<file path="src/rtl/hazard_scoreboard_pkg.sv">
// Shared constants for the D-stage hazard scoreboard and the multiply/divide busy tracker.
// Forward-select encodings, the Tuse "operand not read" marker and default md latencies.
package hazard_scoreboard_pkg;

    localparam logic [1:0] FWD_RF = 2'd0;
    localparam logic [1:0] FWD_W  = 2'd1;
    localparam logic [1:0] FWD_M  = 2'd2;
    localparam logic [1:0] FWD_E  = 2'd3;

    // All-ones Tuse means the operand is never read, so it can never stall.
    localparam logic [1:0] TUSE_NONE = 2'b11;

    localparam int MD_MULT_LAT = 5;
    localparam int MD_DIV_LAT  = 10;

endpackage

</file>
<file path="src/rtl/hazard_scoreboard_md_busy.sv">
// Multiply/divide occupancy counter: loads a latency, counts down to zero, busy while nonzero.
// Shared with the E-stage multdiv unit so both agree on when HI/LO become available.
module md_busy_counter #(
    parameter int CNT_W = 4
) (
    input  logic             clk,
    input  logic             reset,
    input  logic             load,
    input  logic [CNT_W-1:0] load_val,
    output logic             busy
);

    logic [CNT_W-1:0] cnt_p0;

    always_ff @(posedge clk or negedge reset) begin
        if (!reset) begin
            cnt_p0 <= '0;
        end else if (load) begin
            cnt_p0 <= load_val;
        end else if (cnt_p0 != '0) begin
            cnt_p0 <= cnt_p0 - 1'b1;
        end
    end

    assign busy = (cnt_p0 != '0);

endmodule

</file>
<file path="src/rtl/hazard_scoreboard.sv">
// D-stage hazard scoreboard: per-register in-flight producer state (valid, age, remaining Tnew)
// drives stall and forward selects; a busy counter covers HI/LO hazards of mult/div.
module hazard_scoreboard
    import hazard_scoreboard_pkg::*;
#(
    parameter int ADDR_W   = 5,
    parameter int TNEW_W   = 2,
    parameter int DEPTH    = 3,
    parameter int MULT_LAT = MD_MULT_LAT,
    parameter int DIV_LAT  = MD_DIV_LAT
) (
    input  logic              clk,
    input  logic              reset,
    input  logic [ADDR_W-1:0] rs,
    input  logic [ADDR_W-1:0] rt,
    input  logic [TNEW_W-1:0] tuse_rs,
    input  logic [TNEW_W-1:0] tuse_rt,
    input  logic [ADDR_W-1:0] dst,
    input  logic [TNEW_W-1:0] tnew,
    input  logic              md_start,
    input  logic              md_div,
    input  logic              md_use,
    output logic              stall,
    output logic              md_busy,
    output logic [1:0]        fwd_rs_op,
    output logic [1:0]        fwd_rt_op
);

    localparam int NREG   = 1 << ADDR_W;
    localparam int AGE_W  = (DEPTH > 1) ? $clog2(DEPTH) : 1;
    localparam int MD_MAX = (MULT_LAT > DIV_LAT) ? MULT_LAT : DIV_LAT;
    localparam int CNT_W  = $clog2(MD_MAX + 1);
    localparam logic [AGE_W-1:0] AGE_LAST = AGE_W'(DEPTH - 1);

    function automatic logic [TNEW_W-1:0] sat_dec(input logic [TNEW_W-1:0] v);
        return (v == '0) ? '0 : v - 1'b1;
    endfunction

    // Ready producers forward from the stage they currently occupy: E=DEPTH, then down to W=1.
    function automatic logic [1:0] fwd_sel(input logic hit, input logic [TNEW_W-1:0] r,
                                           input logic [AGE_W-1:0] a);
        if (hit && r == '0) begin
            return 2'(DEPTH - int'(a));
        end
        return FWD_RF;
    endfunction

    logic              vld_p0 [NREG];
    logic [AGE_W-1:0]  age_p0 [NREG];
    logic [TNEW_W-1:0] rem_p0 [NREG];

    logic hit_rs, hit_rt;
    logic stall_rs, stall_rt;
    logic issue;
    logic md_load;
    logic [CNT_W-1:0] md_load_val;

    assign hit_rs   = (rs != '0) && vld_p0[rs];
    assign hit_rt   = (rt != '0) && vld_p0[rt];
    assign stall_rs = hit_rs && (rem_p0[rs] > tuse_rs);
    assign stall_rt = hit_rt && (rem_p0[rt] > tuse_rt);

    assign stall     = stall_rs | stall_rt | (md_busy & (md_start | md_use));
    assign fwd_rs_op = fwd_sel(hit_rs, rem_p0[rs], age_p0[rs]);
    assign fwd_rt_op = fwd_sel(hit_rt, rem_p0[rt], age_p0[rt]);

    // A stalled instruction becomes the bubble entering E, so it writes nothing.
    assign issue       = !stall && (dst != '0);
    assign md_load     = md_start && !stall;
    assign md_load_val = md_div ? CNT_W'(DIV_LAT) : CNT_W'(MULT_LAT);

    // ---- D -> E boundary: producers advance every edge; a new issue overrides its own entry ----
    always_ff @(posedge clk or negedge reset) begin
        if (!reset) begin
            for (int r = 0; r < NREG; r++) begin
                vld_p0[r] <= 1'b0;
            end
        end else begin
            vld_p0[0] <= 1'b0;
            for (int r = 1; r < NREG; r++) begin
                if (issue && dst == ADDR_W'(r)) begin
                    vld_p0[r] <= 1'b1;
                end else if (vld_p0[r] && age_p0[r] == AGE_LAST) begin
                    vld_p0[r] <= 1'b0;
                end
            end
        end
    end

    always_ff @(posedge clk) begin
        for (int r = 0; r < NREG; r++) begin
            if (issue && dst == ADDR_W'(r)) begin
                age_p0[r] <= '0;
                rem_p0[r] <= tnew;
            end else begin
                age_p0[r] <= age_p0[r] + 1'b1;
                rem_p0[r] <= sat_dec(rem_p0[r]);
            end
        end
    end

    md_busy_counter #(
        .CNT_W (CNT_W)
    ) u_md_busy (
        .clk      (clk),
        .reset    (reset),
        .load     (md_load),
        .load_val (md_load_val),
        .busy     (md_busy)
    );

endmodule

</file>
<file path="config.mk">
export PLATFORM = sky130hd
export DESIGN_NAME = hazard_scoreboard
export DESIGN_NICKNAME = d
export VERILOG_FILES = /design/src/rtl/hazard_scoreboard_pkg.sv /design/src/rtl/hazard_scoreboard_md_busy.sv /design/src/rtl/hazard_scoreboard.sv
export SDC_FILE = /design/constraint.sdc
export NUM_CORES = 1
export LEC_CHECK = 0
export CAP_MARGIN = 30
export CORE_UTILIZATION = 50
export DETAILED_ROUTE_END_ITERATION = 6
export PLACE_DENSITY_LB_ADDON = 0.15
export RECOVER_POWER = 25
export SYNTH_ARGS = -nofsm -noshare
export SYNTH_HDL_FRONTEND = slang
export SYNTH_SLANG_ARGS = --single-unit
</file>
<file path="constraint.sdc">
create_clock -name clk -period 5.98 [get_ports clk]
set_input_delay 1.495 -clock clk [delete_from_list [all_inputs] [get_ports clk]]
set_output_delay 1.495 -clock clk [all_outputs]
set_load 0.05 [all_outputs]
</file>
==> metrics.txt <==
status finished with violations; failing checks design-rule violations, max-capacitance violations, max-slew violations; final hold violations 0; critical-path maximum fanout 14; die height between 100 and 150 µm; DRT iter0 DRCs 562; Leak between 4 and 5 nW; Seq cells post-synth roughly 160; crit path DAT ~4.4 ns; post-layout util between 50% and 60%; top-area cell type share of the netlist area ~27%; Syn-to-layout area delta 13.6%; fin nets a little over 900; f_max roughly 170 MHz; critical path type input port to output pin; total gr overflow 0; CTS buffer count 17; Largest stage delay, worst path around 0.50 ns; worst vdd ir between 0.2 and 0.3 mV; Clock Skews between 0.008 and 0.009 ns; top post-synthesis cells by area dfxtp_1 27%, mux4_2 20%, dfrtp_1 9.3%; Mean Syn Cell Area approximately 12 µm²; final worst-path cycle share 98.2%; number of port buffers 31; DP Wirelength approximately 19 mm; Core Area roughly 18000 µm²; I/O pin cnt 32; sum of negative setup slack 0 ns; Via density 6.15; startpoint class of the critical path input port; Cell Chain, Critical Path buf_2 -> buf_12 -> mux4_2 -> mux4_2 -> mux2_2 -> ha_1 -> nor2b_1 -> o21ai_0 -> buf_4 -> a31oi_4 -> nor3_1 -> buf_4 -> inv_2 -> buf_12; Pwr per Cell Area approximately 350 nW/µm²; Post-synth top flop dfxtp_1; Yosys Warn Count 0; Die Footprint 19400 µm²; vias in the first global route between 6000 and 7000; Routed WL 25.2 mm; largest net degree at the start of global routing 36; H-tree levels 4; ANT nets after route 0; first-pass GRT wire length 39.2 mm; Placed Cells approximately 1100; EDFF count, synth 0; post-synthesis sequential area ratio between 30% and 40%; worst skew pair latency approximately 0.43 ns; TritonCTS clock tree yes; worst endpoint required time 4.49 ns; Max Cap Viol 2; Via Count about 6700; Max clock buf depth 2; Slowest cell on crit path mux4_2; worst min path class flop to flop; row count just under 50; Die Wd between 100 and 150 µm; Mapped Area ~9400 µm²; antenna fix cells 0; Async S/R FF share, synth 21.5%; synthesized netlist cell count ~810; All-Layer GR Usage a little over a quarter; DR WL/cell between 20 and 25 µm; cts hold-fix bufs 0; RSZ-0062 raised after global routing false; Distinct cells, synth 49; Worst Setup End Kind output pin; syn nets approximately 870; worst-margin pin slew between 2 and 2.5 ns; Tmin final between 5 and 6 ns; WP buf/inv 6; fraction of layout cells with a size suffix above 1 23.5%; Pre-antenna DRT Iters 7; Reg clk slew, reported paths ~0.07 ns; GPL Wtd Cong approximately 0.9; initial antenna violation count 0; final setup fails 0; fin. max-slew vios 67; CTS Root Cell clkbuf_16; DRC Markers 6; largest area contributor in the netlist dfxtp_1; Starting Density 51.7%; CTS Sinks roughly 160; most frequent cells in the layout 128 x dfxtp_1, 82 x mux4_2, 72 x inv_1, 72 x nand2_1, 68 x nor2_1; commonest non-fill, non-tap cell in the layout dfxtp_1; Rel. slew slack -50.6%; FF-to-FF setup slack 1.34 ns; family with the most delay on the worst path multiplexers; fin cells 1086
path summary, 6_finish.rpt:
kind | from | end | depth (start not counted)
max in group asynchronous | reset | vld_p0[17]$_DFFE_PN0P_ | 2
max | rs[0] | stall | 14
min reg2reg | age_p0[0][0]$_SDFF_PP0_ | age_p0[0][0]$_SDFF_PP0_ | 1
min | age_p0[0][0]$_SDFF_PP0_ | age_p0[0][0]$_SDFF_PP0_ | 1
max reg2reg | rem_p0[14][1]$_DFF_P_ | rem_p0[3][0]$_DFF_P_ | 10
min in group asynchronous | reset | vld_p0[14]$_DFFE_PN0P_ | 1
registers in the layout (all words and copies together), names as in the netlist:
name,cells
age_p0,64
rem_p0,64
vld_p0,31
u_md_busy.cnt_p0,4
routing by layer:
metal	GRT usage, %	up-vias	wire, µm
li1	-	2979	-
met1	37.9	3410	11300
met2	42.6	260	11700
met3	6.74	29	1760
met4	7.72	0	444
met5	0	-	0
cell usage after synthesis (14+ instances only):
library cell / number
inv_1: 73
mux2i_1: 59
mux2_1: 28
nor2_1: 68
nand2_1: 72
dfxtp_1: 128
ha_1: 37
nor4_4: 29
buf_2: 14
dfrtp_1: 35
mux4_2: 82
nor2b_1: 43
a21o_1: 31
power breakdown:
group          internal, mW  switching (mW)
registers              1.31           0.197
logic                 0.485           0.486
clock network         0.766           0.471
through the flow:
stage	power [mW]	cell area, µm²	setup slack (ns)	hold slack (ns)
2_1_floorplan	2.16	9430	-0.245	0.384
3_5_place_dp	2.50	10100	0.0211	0.406
6_report	3.71	10700	0.108	0.424
3_3_place_gp	2.42	10100	0.0494	0.402
5_1_grt	3.90	10700	0.00259	0.450
4_1_cts	3.73	10800	0.0186	0.421
what timing repair did:
| action | in CTS | in global routing |
|---|---|---|
| resized for setup | 0 | 2 |
| buffers inserted | 0 | 0 |
| setup endpoints to repair | 0 | 1 |
final cells by class:
cell class,instances,area (µm²)
repair buffers,65,634
flip-flops and latches,163,3440
fillers,1457,7500
clock buffers,20,457
well taps,229,287
clock inverters,12,201
multi-input cells,524,5410
inverters,73,274
cell families (layout without fill, tap and decap cells):
kind of cell,after synthesis,count (layout),synth area share (%)
AO/OA/AOI/OAI,62,62,5.14
XOR/XNOR,3,3,0.279
adder cells (fa/ha/maj),37,37,4.91
buffers and inverters,118,170,5.37
flip-flops,163,163,36.5
multiplexers,178,178,30.3
AND/OR/NAND/NOR,244,244,17.5
(Power assumes the default switching activity.)
